File: src/rtl/popcount_shift_accumulator_if.sv
// Handshake bundle between the popcount adder tree, the shift accumulator
// and the result consumer. Plane stream in, frame result out.
interface popcount_shift_accumulator_if #(
  parameter int CNT_W = 5,
  parameter int ACC_W = 13
);
  logic             in_valid;
  logic             in_ready;
  logic [CNT_W-1:0] in_cnt;
  logic             out_valid;
  logic             out_ready;
  logic [ACC_W-1:0] out_data;

  // Producer/consumer side: drives planes and result acceptance
  modport master (
    output in_valid, in_cnt, out_ready,
    input  in_ready, out_valid, out_data
  );

  // Accumulator side
  modport slave (
    input  in_valid, in_cnt, out_ready,
    output in_ready, out_valid, out_data
  );
endinterface

File: src/rtl/popcount_shift_accumulator.sv
// Bit-serial shift accumulator: takes one popcount per activation bit-plane,
// LSB plane first, and weights it by 2^plane. For signed activations the MSB
// plane carries weight -2^(NBITS-1), so its term is subtracted. The finished
// frame result is held on a valid/ready output until taken.
module popcount_shift_accumulator #(
  parameter int LANES  = 16,
  parameter int CNT_W  = 5,
  parameter int NBITS  = 8,
  parameter int SIGNED = 1,
  parameter int ACC_W  = 13,
  localparam int IDX_W = $clog2(NBITS)
) (
  input  logic                          clk,
  input  logic                          rst_n,
  input  logic                          clear,
  popcount_shift_accumulator_if.slave   bus,
  output logic [IDX_W-1:0]              plane_idx,
  output logic                          cnt_err
);

  localparam logic [0:0] ACCUM = 1'b0;
  localparam logic [0:0] HOLD  = 1'b1;

  localparam logic [IDX_W-1:0] LAST_IDX = IDX_W'(NBITS - 1);
  localparam logic [CNT_W-1:0] MAX_CNT  = CNT_W'(LANES);

  logic [0:0]       state_q, state_d;
  logic [ACC_W-1:0] acc_q, acc_d;
  logic [IDX_W-1:0] idx_q, idx_d;
  logic             out_valid_q, out_valid_d;
  logic [ACC_W-1:0] out_data_q, out_data_d;
  logic             cnt_err_q, cnt_err_d;

  logic             accept;
  logic             last_plane;
  logic [ACC_W-1:0] term;
  logic [ACC_W-1:0] base;
  logic [ACC_W-1:0] sum;

  // in_ready depends only on state, never on out_ready
  assign bus.in_ready  = (state_q == ACCUM);
  assign bus.out_valid = out_valid_q;
  assign bus.out_data  = out_data_q;
  assign plane_idx     = idx_q;
  assign cnt_err       = cnt_err_q;

  assign accept     = bus.in_valid && (state_q == ACCUM);
  assign last_plane = (idx_q == LAST_IDX);

  // Weighted plane term and the running sum it produces; plane 0 restarts the sum
  always_comb begin
    term = {{(ACC_W-CNT_W){1'b0}}, bus.in_cnt} << idx_q;
    base = (idx_q == '0) ? '0 : acc_q;
    if ((SIGNED != 0) && last_plane) sum = base - term;
    else                             sum = base + term;
  end

  // Next-state: clear beats any handshake, then plane accept, then result drain
  always_comb begin
    state_d     = state_q;
    acc_d       = acc_q;
    idx_d       = idx_q;
    out_valid_d = out_valid_q;
    out_data_d  = out_data_q;
    cnt_err_d   = cnt_err_q;
    if (clear) begin
      state_d     = ACCUM;
      acc_d       = '0;
      idx_d       = '0;
      out_valid_d = 1'b0;
    end else if (accept) begin
      if (bus.in_cnt > MAX_CNT) cnt_err_d = 1'b1;
      if (last_plane) begin
        out_data_d  = sum;
        out_valid_d = 1'b1;
        acc_d       = '0;
        idx_d       = '0;
        state_d     = HOLD;
      end else begin
        acc_d = sum;
        idx_d = idx_q + IDX_W'(1);
      end
    end else if ((state_q == HOLD) && out_valid_q && bus.out_ready) begin
      out_valid_d = 1'b0;
      state_d     = ACCUM;
    end
  end

  // State registers, async active-low reset
  always_ff @(posedge clk or negedge rst_n) begin
    if (!rst_n) begin
      state_q     <= ACCUM;
      acc_q       <= '0;
      idx_q       <= '0;
      out_valid_q <= 1'b0;
      out_data_q  <= '0;
      cnt_err_q   <= 1'b0;
    end else begin
      state_q     <= state_d;
      acc_q       <= acc_d;
      idx_q       <= idx_d;
      out_valid_q <= out_valid_d;
      out_data_q  <= out_data_d;
      cnt_err_q   <= cnt_err_d;
    end
  end

endmodule

File: src/flat_wrapper.sv
// flat-port wrapper written by rule: the top's interface ports become plain ports
module popcount_shift_accumulator_flat 
#(
  parameter int LANES  = 16,
  parameter int CNT_W  = 5,
  parameter int NBITS  = 8,
  parameter int SIGNED = 1,
  parameter int ACC_W  = 13,
  localparam int IDX_W = $clog2(NBITS)
)
  (clk, rst_n, clear, plane_idx, cnt_err, bus_in_valid, bus_in_cnt, bus_out_ready, bus_in_ready, bus_out_valid, bus_out_data);
  popcount_shift_accumulator_if #(.CNT_W(CNT_W), .ACC_W(ACC_W)) bus_i ();
  input  logic clk;
  input  logic rst_n;
  input  logic clear;
  output logic [IDX_W-1:0] plane_idx;
  output logic cnt_err;
  input wire logic [$bits(bus_i.in_valid)-1:0] bus_in_valid;
  input wire logic [$bits(bus_i.in_cnt)-1:0] bus_in_cnt;
  input wire logic [$bits(bus_i.out_ready)-1:0] bus_out_ready;
  output wire logic [$bits(bus_i.in_ready)-1:0] bus_in_ready;
  output wire logic [$bits(bus_i.out_valid)-1:0] bus_out_valid;
  output wire logic [$bits(bus_i.out_data)-1:0] bus_out_data;
  assign bus_i.in_valid = bus_in_valid;
  assign bus_i.in_cnt = bus_in_cnt;
  assign bus_i.out_ready = bus_out_ready;
  assign bus_in_ready = bus_i.in_ready;
  assign bus_out_valid = bus_i.out_valid;
  assign bus_out_data = bus_i.out_data;
  popcount_shift_accumulator #(.LANES(LANES), .CNT_W(CNT_W), .NBITS(NBITS), .SIGNED(SIGNED), .ACC_W(ACC_W)) u_core (.clk(clk), .rst_n(rst_n), .clear(clear), .bus(bus_i), .plane_idx(plane_idx), .cnt_err(cnt_err));
endmodule
File: config.mk
export PLATFORM = sky130hd
export DESIGN_NAME = popcount_shift_accumulator_flat
export DESIGN_NICKNAME = d
export VERILOG_FILES = /design/src/rtl/popcount_shift_accumulator_if.sv /design/src/rtl/popcount_shift_accumulator.sv /design/src/flat_wrapper.sv
export SDC_FILE = /design/constraint.sdc
export NUM_CORES = 1
export LEC_CHECK = 0
export ABC_AREA = 1
export CAP_MARGIN = 20
export CORE_ASPECT_RATIO = 1.5
export CORE_MARGIN = 8
export CORE_UTILIZATION = 50
export DETAILED_ROUTE_END_ITERATION = 10
export PLACE_DENSITY = 0.73
export SKIP_LAST_GASP = 1
export SLEW_MARGIN = 0
export SYNTH_ARGS = -nofsm -noshare
export SYNTH_HDL_FRONTEND = slang
export SYNTH_SLANG_ARGS = --single-unit
File: constraint.sdc
create_clock -name clk -period 5.3 [get_ports clk]
set_input_delay 0.53 -clock clk [delete_from_list [all_inputs] [get_ports clk]]
set_output_delay 0.53 -clock clk [all_outputs]
set_load 0.05 [all_outputs]
[Word level (Yosys, flattened, before mapping)]
Cells that the tools add are included.
Storage, ports and cells
  logic and storage cells: 34
  register bits after elaboration: 31
  output and inout bits: 19
  input bits: 10
Operators by class
  order comparisons: 1
  $add $sub $neg: 3
  bitwise logic cells: 2
  reductions and logical operators: 8
  shift-type cells: 1
  muxes and demuxes: 12
  equal/unequal tests: 2
Operators with widths (number)
  $mux 13: 5
  $add 13x13->13: 1
  $shl 5x3->13: 1
  $sub 13x13->13: 1
  $mux 3: 3
  $reduce_and 3->1: 2
  $gt 5x5->1 const B: 1
  $mux 1: 4
  $add 3x1->3 const B: 1
  $eq 3x3->1 const B: 1
  $logic_not 3->1: 1
  $ne 3x3->1 const B: 1
  $reduce_bool 3->1: 1
  $logic_and 1x1->1: 2
  $not 1->1: 2
  $reduce_and 2->1: 1
  $reduce_bool 2->1: 1

[Logic depth before layout (Yosys ltp)]
Gate-level depths: netlist of the first run.
  word-level depth: 7
  mapped depth: 23
  gate-level depth less buffers: 23

[Least setup slack after synthesis of the first run]
No wires, ideal clock.
  kind: flip-flop to flip-flop
  from: register u_core.idx_q[0], in the netlist u_core.plane_idx[0]
  to: register u_core.acc_q[11]
  clock period less this slack: 3127 ps
  path buffers: 0
  stages on the path, launching flop included: 24
  setup time: 126 ps
  data required time: 5174 ps
  path slack: 2173 ps
  data arrival time: 3001 ps
  path through: dfrtp_1 -> inv_2 -> nand2_2 -> nand2_1 -> nand2_1 -> nor2_1 -> inv_2 -> ha_1 -> nand2_1 -> nor2_2 -> nand2_2 -> nand2_4 -> nand2_2 -> a21oi_2 -> xor2_1 -> inv_1 -> ha_1 -> inv_1 -> nor3_1 -> nand4_1 -> nand3_1 -> nand2_1 -> nand3_1 -> o21ai_0
On the way
  word-level cells in the longest chain between the ends: 7
  elaborated cells on any way between the ends: 10
  those cells by class: add/sub: 2; eq/ne: 1; shift: 1; mux: 5; reduce/logical: 1
Ends and longest elaborated chain
  start: declaration: line popcount_shift_accumulator.sv:29  | logic [IDX_W-1:0] idx_q, idx_d;
  start signal: assignment: line popcount_shift_accumulator.sv:101  | idx_q <= idx_d;
  branches (longest 4 deep; another with $add 13x13->13)
  $mux 13 (*): line popcount_shift_accumulator.sv:73  | if (last_plane) begin
  $mux 13 (*): line popcount_shift_accumulator.sv:71  | end else if (accept) begin
  $mux 13 (*): line popcount_shift_accumulator.sv:66  | if (clear) begin
  end signal: assignment: line popcount_shift_accumulator.sv:93  | acc_q <= '0;
  end signal: assignment: line popcount_shift_accumulator.sv:100  | acc_q <= acc_d;
  end: declaration: line popcount_shift_accumulator.sv:28  | logic [ACC_W-1:0] acc_q, acc_d;
Mark *: on every way between the ends. The select of a mux whose other input is x is not followed.
A chain may end at the register's enable or synchronous reset.

[Final worst setup path of the first run]
  from: input bus_in_cnt[0]
  to: register u_core.out_data_q[12], in the netlist u_core.bus.out_data[12]
On the way
  word-level cells in the longest chain between the ends: 3
  elaborated cells on any way between the ends: 4
  those cells by class: add/sub: 2; shift: 1; mux: 1
Ends and longest elaborated chain
  start: declaration: line flat_wrapper.sv:19  | input wire logic [$bits(bus_i.in_cnt)-1:0] bus_in_cnt;
  $shl 5x3->13 (*): line popcount_shift_accumulator.sv:52  | term = {{(ACC_W-CNT_W){1'b0}}, bus.in_cnt} << idx_q;
  $add 13x13->13 / $sub 13x13->13 (equally long branches): line popcount_shift_accumulator.sv:55, popcount_shift_accumulator.sv:54
  $mux 13 (*): line popcount_shift_accumulator.sv:54  | if ((SIGNED != 0) && last_plane) sum = base - term;
  end signal: assignment: line popcount_shift_accumulator.sv:103  | out_data_q <= out_data_d;
  end: declaration: line popcount_shift_accumulator.sv:31  | logic [ACC_W-1:0] out_data_q, out_data_d;
Every way passes the cells marked *; elsewhere a longest branch is shown, timed or not.

==> results of run 1 <==
kinds of logic after synthesis:
logic type	Yosys count
compound gates	55
fa+ha+maj	17
buf+inv	50
simple gates	147
flops	31
xor+xnor	19
cell usage in the layout, fill, tap and decap left out, types with 2 or more instances in the layout:
cell type,n
a21o_1,3
a21oi_1,11
clkbuf_8,6
clkdlybuf4s50_1,28
dfrtp_1,31
ha_1,16
inv_1,38
inv_2,4
nand2_1,75
nand2_2,11
nand3_1,18
nand3_2,4
nand3b_1,3
nand4_1,4
nor2_1,24
nor2_2,2
nor3_1,3
o21ai_0,26
o21ai_2,2
o22ai_1,8
xnor2_1,6
xor2_1,13
layout make-up:
cell class	count	area, sq um	area share [%]
clock inverters	2	35.0	1.25
multi-input cells	238	1380	49.2
inverters	43	161	5.76
repair buffers	29	288	10.3
flip-flops and latches	31	776	27.7
well taps	64	80.1	2.86
clock buffers	6	82.6	2.95
worst register-to-register path: stages, from the launching register on:
cell and delay, ps:
dfrtp_1 510, ha_1 250, ha_1 220, inv_1 370
o21ai_0 290, fa_1 480, o21ai_0 430, a21oi_1 220
inv_1 90, nand2_1 60, nand3b_1 120, nand3_1 150
nand3_1 130, nand2_1 50
per-layer routing:
metal / routed length, microns / part of all wire (%) / vias to the layer above
met3: 177 / 3.3 / 6
met4: 65 / 1.2 / 0
met5: 0 / 0 / -
met1: 2230 / 42 / 968
met2: 2880 / 54 / 35
li1: - / - / 1093
flip-flops by register name, indices dropped and copies added, names as in the netlist:
register	flops
u_core.plane_idx	3
u_core.acc_q	13
u_core.cnt_err	1
u_core.bus.out_data	13
u_core.state_q	1
power breakdown:
part           internal [uW]  switching [uW]  total [uW]
clock network            152            96.8         249
registers                252            8.77         261
logic                   86.0             151         237
total                    490             257         747
metrics by stage:
step	power, uW	hold slack, ps	utilization, %	instance area, sq um	setup slack, ps
after detailed placement	503	462	59.1	2690	1490
after CTS	750	479	61.7	2800	1800
final	747	476	61.7	2800	1820
after floorplan	444	234	-	2350	2170
after global routing	792	502	61.7	2800	1560
after global placement	499	455	59.1	2690	1580
worst max-delay path by stage:
stage / cells after the start / endpoint / startpoint / slack, ps
after floorplan: 23 / u_core.acc_q[11] / u_core.plane_idx[0] / 2170
after global placement: 15 / u_core.bus.out_data[10] / bus_in_cnt[0] / 1580
after detailed placement: 18 / u_core.bus.out_data[12] / bus_in_cnt[0] / 1490
after CTS: 18 / u_core.bus.out_data[12] / bus_in_cnt[0] / 1800
after global routing: 18 / u_core.bus.out_data[12] / bus_in_cnt[0] / 1560
final: 18 / u_core.bus.out_data[12] / bus_in_cnt[0] / 1820
==> impl_metrics.ini, run 1 <==
[status]
status = finished, final reports clean

[critical_path]
end_kind = register
r2r-start = u_core.plane_idx[1]
cp_max_fo = 3
path_buf_inv = 3
reg2reg_slack_ps = 1830
reg2reg_depth = 13
path_cells = clkdlybuf4s50_1, nand2_1, nand2_1, nand2_1, nor2_1, inv_2, ha_1, nand2_1, o21ai_0, fa_1, o21ai_0, a21oi_1, inv_1, nand2_1, nand3b_1, nand3_1, nand3_1, nand2_1
worstPathRequired_ps = 5480
max_stage_delay_ps = 500
reg2reg_to = u_core.bus.out_data[12]
slowest_stage = clkdlybuf4s50_1
crit_type = in -> reg
start_kind = input pin
crit_top_cell = nand2_1
arrival_ps = 3670
critPathTopFamily = simple AND/OR/NAND/NOR gates

[cells_and_area]
layout.cells.non_filler = 413
drive_above_1_share_pct = 10.3
nFillCells = 439
area_growth_pct = 19.3
insertedDiodeCount = 0
final_net_count = 375

[detailed_routing]
ant_nets = 0
route.detailed.wl_per_inst_microns = 13.0
drt_iter0_markers = 88
first_pass_iters = 4
drt-total-wl_microns = 5350
route.detailed.drc = 0
post_drt_via_cell_ratio = 5.09
num_vias = 2102

[placement]
place_inst = 405
io_buffers = 28
place.gp.congestion = 0.889
post-dp-hpwl_microns = 4300

[global_routing]
grt_usage_pct = 15.9
grt_pass1_vias = 2042
globalRouteMet2Util_pct = 30.6
grtUsageMet1_pct = 16.2
use_met3_pct = 3.19
busiest_layer = met2
grt_first_pass_wirelength_microns = 9140
overflow = 0
grt_antenna_before_repair = 0
grt_max_degree = 32

[synth]
synth_compound_area_share_pct = 13.6
yosysMostFrequentCell = nand2_1
synth_common_cells = 75 x nand2_1, 38 x inv_1, 31 x dfrtp_1
ys_ff_latch = 31
ys.warnings.count = 0
ys_types = 32
synth_top_cell_area_share_pct = 33.0
synth_ff_type = dfrtp_1
synth_simple_gate_area_share_pct = 28.7
syn_area_sq_um = 2350
async_flop_share_pct = 100
synthTopCellsByArea = dfrtp_1 33%, nand2_1 12%, ha_1 8.5%, inv_1 6.1%, o21ai_0 5.5%
synth_edf_count = 0
synthMuxAreaShare_pct = 0
synthesis.nets = 346
syn-instance-count = 319
synth_fa_ha_area_share_pct = 9.37
synth_top_area_cell = dfrtp_1
seq_area_frac_synth_pct = 33.0
synth_area_per_cell_sq_um = 7.37
synth_top_family_by_area = simple AND/OR/NAND/NOR gates
synth_xor_area_share_pct = 7.08

[die]
num_io_pins = 29
coreArea_sq_um = 4540
start_util_pct = 51.7
fp.dieH_microns = 100
die_area_sq_um = 7190
rows = 30
die_w_microns = 72.0

[clock_tree]
cts_made_buffers = 5
htree_levels = 2
cts_resized = 0
clk_latency_ps = 290
cts.sinks = 31
ctsRootBufferMaster = clkbuf_8
cts_tree = built
clk_path_buf_depth = 2
path_clk_slew_ps = 70
postCtsHoldBufs = 0
cts_setup_buffers = 0

[sta]
hold_viol = 0
fin_crit_sh_pct = 65.7
setup_violations = 0
timing.fmax_mhz = 287
fin_crit_ps = 3480
slew_violations = 0
clock-skew-final_ps = 7.30
rsz0062_at_grt = no
tns_ps = 0
tightest_slew_ps = 573
slew_headroom_pct = 61.8

[pwr]
ir_worst_vdd_mv = 0.180
static-leakage-power_uw = 0.00141
power.density_nw_per_um2 = 266

[hold_path]
hold-path-endpoint = u_core.bus.out_data[2]
min_path_cells = 2
holdCritStartpoint = u_core.bus.out_data[2]
hold_class = reg -> reg

[flow_run]
drv_cap = 0
Power figures use the tool's default switching activity.
==> run 2: changes to the inputs <==
--- a/config.mk
+++ b/config.mk
@@ -11,7 +11,7 @@
 export CORE_MARGIN = 8
 export CORE_UTILIZATION = 50
 export DETAILED_ROUTE_END_ITERATION = 10
-export PLACE_DENSITY = 0.73
+export PLACE_DENSITY = 0.76
 export SKIP_LAST_GASP = 1
 export SLEW_MARGIN = 0
 export SYNTH_ARGS = -nofsm -noshare
==> constraint.sdc (replaced) <==
create_clock -name clk -period 3.04 [get_ports clk]
set_input_delay 0.304 -clock clk [delete_from_list [all_inputs] [get_ports clk]]
set_output_delay 0.304 -clock clk [all_outputs]
set_load 0.05 [all_outputs]
==> run 2 against run 1 <==
The run now ends with setup timing left. Die area is the same. Clock power grew 75%. Critical endpoint is now u_core.acc_q[9]. Utilization grew 16 points. Sequential share of layout area shrank 5.6 points. Setup slack lost 1800 ps. Wire length grew 38%.
==> impl_metrics.ini, run 2 (synthesized netlist as in run 1, its figures left out) <==
[clock_tree]
path_clk_slew_ps = 80
ctsRootBufferMaster = clkbuf_8
cts.sinks = 31
clk_path_buf_depth = 2
postCtsHoldBufs = 0
htree_levels = 2
cts_tree = built
clk_latency_ps = 300
cts_made_buffers = 5

[detailed_routing]
first_pass_iters = 6
num_vias = 2533
route.detailed.drc = 0
route.detailed.wl_per_inst_microns = 15.7
drt_iter0_markers = 152
ant_nets = 0
drt-total-wl_microns = 7410
post_drt_via_cell_ratio = 5.37

[global_routing]
use_met3_pct = 3.29
grt_max_degree = 23
grt_usage_pct = 18.5
busiest_layer = met2
globalRouteMet2Util_pct = 37.1
grt_first_pass_wirelength_microns = 10700
grt_antenna_before_repair = 0
grt_pass1_vias = 2470
overflow = 0
grtUsageMet1_pct = 16.7

[critical_path]
reg2reg_to = u_core.acc_q[9]
worstPathRequired_ps = 3250
r2r-start = u_core.plane_idx[0]
end_kind = register
path_buf_inv = 2
crit_top_cell = nand2_2
worstSetupStartpoint = u_core.plane_idx[0]
critPathTopFamily = simple AND/OR/NAND/NOR gates
reg2reg_depth = 18
crit_type = reg -> reg
max_stage_delay_ps = 470
reg2reg_slack_ps = -20
slowest_stage = dfrtp_2
arrival_ps = 3270
cp_max_fo = 6
start_kind = register
path_cells = inv_4, nand2_1, nor2_2, nand2_2, ha_4, nand2_2, nor2_2, nand2_2, nand2_4, xor2_1, ha_1, a21oi_1, o21ai_2, a21oi_2, xor2_1, buf_4, nand2_1, o21ai_0

[status]
violations = setup timing
status = finished, violations left

[cells_and_area]
drive_above_1_share_pct = 35.5
final_net_count = 434
post-route-util_pct = 77.6
layout_common_cells = 61 x nand2_1, 54 x buf_4, 32 x inv_1
area_growth_pct = 50.0
final_common_cell = nand2_1
insertedDiodeCount = 0
nFillCells = 304

[sta]
tns_ps = -19.3
hold_viol = 0
rsz0062_at_grt = yes
tightest_slew_ps = 775
fin_crit_ps = 3060
clock-skew-final_ps = 12.7
setup_violations = 1
worst_slack_ps = -19.3
fin_crit_sh_pct = 101
timing.fmax_mhz = 327
slew_headroom_pct = 48.2
slew_violations = 0

[flow_run]
drv_cap = 0

[hold_path]
hold-path-endpoint = u_core.cnt_err
hold_class = in -> reg
min_path_cells = 3
holdCritStartpoint = bus_in_cnt[0]

[die]
die_area_sq_um = 7190
fp.dieH_microns = 100
num_io_pins = 29
rows = 30
die_w_microns = 72.0
start_util_pct = 51.7
coreArea_sq_um = 4540

[placement]
post-dp-hpwl_microns = 5040
io_buffers = 28
place.gp.congestion = 0.932

[pwr]
static-leakage-power_uw = 0.00176
ir_worst_vdd_mv = 0.245
power.density_nw_per_um2 = 444
finalPower_uw = 1560
-- run 2: changes by cell type in the layout (fill, tap and decap cells not counted), moves of 4 or more --
cell / before / now
a21oi_1: 11 / 4
a21oi_2: 1 / 8
buf_4: 1 / 54
buf_6: 0 / 6
ha_1: 16 / 12
ha_4: 0 / 4
inv_1: 38 / 32
inv_2: 4 / 8
nand2_1: 75 / 61
nand2_2: 11 / 19
nand2_4: 1 / 7
nor2_1: 24 / 19
o21ai_0: 26 / 18
o21ai_2: 2 / 6
-- run 2: cell type report --
cell class              count  area [sq um]  share of cell area (%)
well taps                  64          80.1                    2.27
flip-flops and latches     31           778                    22.1
clock buffers               6          82.6                    2.34
repair buffers             88           758                    21.5
clock inverters             2          35.0                   0.994
inverters                  43           168                    4.76
multi-input cells         238          1620                    46.0
-- run 2: repair_timing --
item,in CTS,in global routing
pin swaps,1,27
gates resized for setup,5,72
setup endpoints to repair,9,16
setup buffers,1,7
-- run 2: report_power, final --
group,internal (uW),switching (uW),leakage [uW]
logic,305,370,0.00128
clock network,265,171,0.0000612
registers,440,13.2,0.000419
total,1010,554,0.00176
-- run 2: stage by stage --
step	std cells	worst slack [ps]	instance area, sq um	hold slack (ps)
floorplan	319	62.4	2350	8.41
global placement	456	-326	3070	455
detailed placement	456	-409	3070	459
CTS	465	5.32	3200	476
global route	472	-123	3520	448
finish	472	-19.3	3520	392
-- run 2: per-layer routing --
layer  part of all wire, %  vias up
li1                      -     1215
met1                    36     1212
met2                    55       76
met3                   3.9       30
met4                   4.3        0
met5                     0        -
-- run 2: tightest hold or removal path: cells and delay by family --
| kind | cells | cell delay (ps) |
|---|---|---|
| and+or+nand+nor | 1 | 60 |
| buffers and inverters | 1 | 150 |
| AOI/OAI and AO/OA | 1 | 140 |
-- run 2: how the worst max path moves through the flow --
stage,to,slack (ps),cells past startpoint
floorplan,u_core.bus.out_data[10],60,11
global placement,u_core.bus.out_data[10],-330,15
detailed placement,u_core.bus.out_data[10],-410,15
CTS,u_core.acc_q[11],5,23
global route,u_core.bus.out_data[12],-120,21
finish,u_core.acc_q[9],-20,18
==> run 3: changes to the inputs <==
--- a/config.mk
+++ b/config.mk
@@ -7,11 +7,13 @@
 export LEC_CHECK = 0
 export ABC_AREA = 1
 export CAP_MARGIN = 20
+export CELL_PAD_IN_SITES_DETAIL_PLACEMENT = 0
+export CELL_PAD_IN_SITES_GLOBAL_PLACEMENT = 2
 export CORE_ASPECT_RATIO = 1.5
 export CORE_MARGIN = 8
-export CORE_UTILIZATION = 50
+export CORE_UTILIZATION = 29
 export DETAILED_ROUTE_END_ITERATION = 10
-export PLACE_DENSITY = 0.76
+export PLACE_DENSITY_LB_ADDON = 0.1
 export SKIP_LAST_GASP = 1
 export SLEW_MARGIN = 0
 export SYNTH_ARGS = -nofsm -noshare
==> run 3 against run 2 <==
The flow now finishes without violations. Setup slack improved by 84 ps. Register-to-register slack improved by 80 ps. Maximum frequency grew 2.8%. Combinational power grew 2%. Hold slack got worse by 29 ps. Via count shrank 4.3%. Wire length down 1.9%. Clock power up 12%. First-iteration DRC count shrank 35%. Cell count is 13% higher. Critical path type unchanged.
==> impl_metrics.ini, run 3 (synthesized netlist as in run 1, its figures left out) <==
[sta]
fin_crit_ps = 2980
timing.fmax_mhz = 336
tightest_slew_ps = 634
slew_headroom_pct = 57.7
rsz0062_at_grt = yes
setup_violations = 0
whs_ps = 363
clock-skew-final_ps = 8.12
slew_violations = 0
hold_viol = 0
fin_crit_sh_pct = 97.9

[die]
die_w_microns = 89.5
die_area_sq_um = 11300
coreArea_sq_um = 7960
fp.dieH_microns = 126
num_io_pins = 29
start_util_pct = 29.5
rows = 40

[global_routing]
globalRouteMet2Util_pct = 24.9
grt_first_pass_wirelength_microns = 11400
grt_usage_pct = 13.3
overflow = 0
grt_antenna_before_repair = 0
use_met3_pct = 2.54
busiest_layer = met2
grt_pass1_vias = 2465
grt_max_degree = 32
grtUsageMet1_pct = 13.1

[placement]
place_inst = 513
place_area_sq_um = 3250
io_buffers = 28
place.gp.congestion = 0.788
post-dp-hpwl_microns = 5730

[critical_path]
crit_type = reg -> reg
worstPathRequired_ps = 3210
end_kind = register
arrival_ps = 3150
cp_max_fo = 5
start_kind = register

[pwr]
power.density_nw_per_um2 = 431
static-leakage-power_uw = 0.00186
finalPower_uw = 1630
ir_worst_vdd_mv = 0.212

[cells_and_area]
layout.cells.non_filler = 532
layout_common_cells = 74 x buf_4, 67 x nand2_1, 34 x inv_1
post-route-util_pct = 47.7
final_common_cell = buf_4
area_growth_pct = 61.4
drive_above_1_share_pct = 38.4
nFillCells = 802
stdcell_area_sq_um = 3790
final_net_count = 453
insertedDiodeCount = 0

[detailed_routing]
drt-total-wl_microns = 7270
first_pass_iters = 4
post_drt_via_cell_ratio = 4.55
route.detailed.wl_per_inst_microns = 13.7
route.detailed.drc = 0
num_vias = 2423
ant_nets = 0
drt_iter0_markers = 99

[clock_tree]
clk_latency_ps = 280
ctsRootBufferMaster = clkbuf_16
cts_tree = built
clk_path_buf_depth = 2
path_clk_slew_ps = 60
cts.sinks = 31
cts_made_buffers = 5
htree_levels = 2
postCtsHoldBufs = 0

[flow_run]
drv_cap = 0

[hold_path]
hold_class = in -> reg

[status]
status = finished, final reports clean
[run 3: repair_timing]
| action | in CTS | in global routing |
|---|---|---|
| gates cloned | 0 | 0 |
| gates resized for setup | 18 | 55 |
| setup endpoints to repair | 11 | 15 |
| setup buffers | 5 | 6 |
| hold endpoints to repair | 0 | 0 |
| pin swaps | 9 | 29 |
[run 3: worst paths after layout]
kind                                        startpoint  slack (ps)  cells past startpoint                      to
worst max-delay path               u_core.plane_idx[0]          60                     21        u_core.acc_q[12]
min in group asynchronous                        rst_n         430                      2  u_core.bus.out_data[1]
worst min-delay path                     bus_in_cnt[0]         360                      3          u_core.cnt_err
worst min register to register  u_core.bus.out_data[2]         470                      2  u_core.bus.out_data[2]
worst max register to register     u_core.plane_idx[0]          60                     21        u_core.acc_q[12]
max in group asynchronous                        rst_n        2300                      2     u_core.plane_idx[0]
[run 3: power breakdown]
part	switching, uW	leakage [uW]	internal, uW
combinational	359	0.00137	333
sequential	11.8	0.000417	441
clock	187	0.0000669	302
total	558	0.00186	1080
[run 3: critical path, cell delays in order, from the launching register on]
cell	delay, ps
dfrtp_2	440
inv_4	70
buf_6	120
nand2_4	70
nand3_4	90
nand3_4	100
nand2_4	60
nor2_4	90
nand2_2	80
o21ai_4	180
buf_6	140
xor2_4	150
ha_4	230
a21oi_4	160
o21ai_2	70
a21oi_2	170
inv_1	60
nand2_1	70
nand3b_1	130
nand3b_1	230
nand3_1	100
nand2_1	60
[run 3: final cells by class]
cell class	count	area (sq um)	area share, %
clock inverters	2	12.5	0.330
inverters	43	164	4.32
well taps	105	131	3.46
multi-input cells	238	1670	44.1
clock buffers	6	129	3.40
repair buffers	107	902	23.8
flip-flops and latches	31	779	20.6
[run 3: metal layers]
metal	routed length, microns	vias up
met2	4170	28
met1	2750	1139
li1	-	1246
met4	194	0
met5	0	-
met3	153	10
[run 3: per-stage QoR]
stage	setup slack [ps]	TNS (ps)
finish	64.7	0
global route	-177	-705
CTS	-30.9	-49.2
detailed placement	-467	-4780
global placement	-487	-4330
floorplan	62.4	0
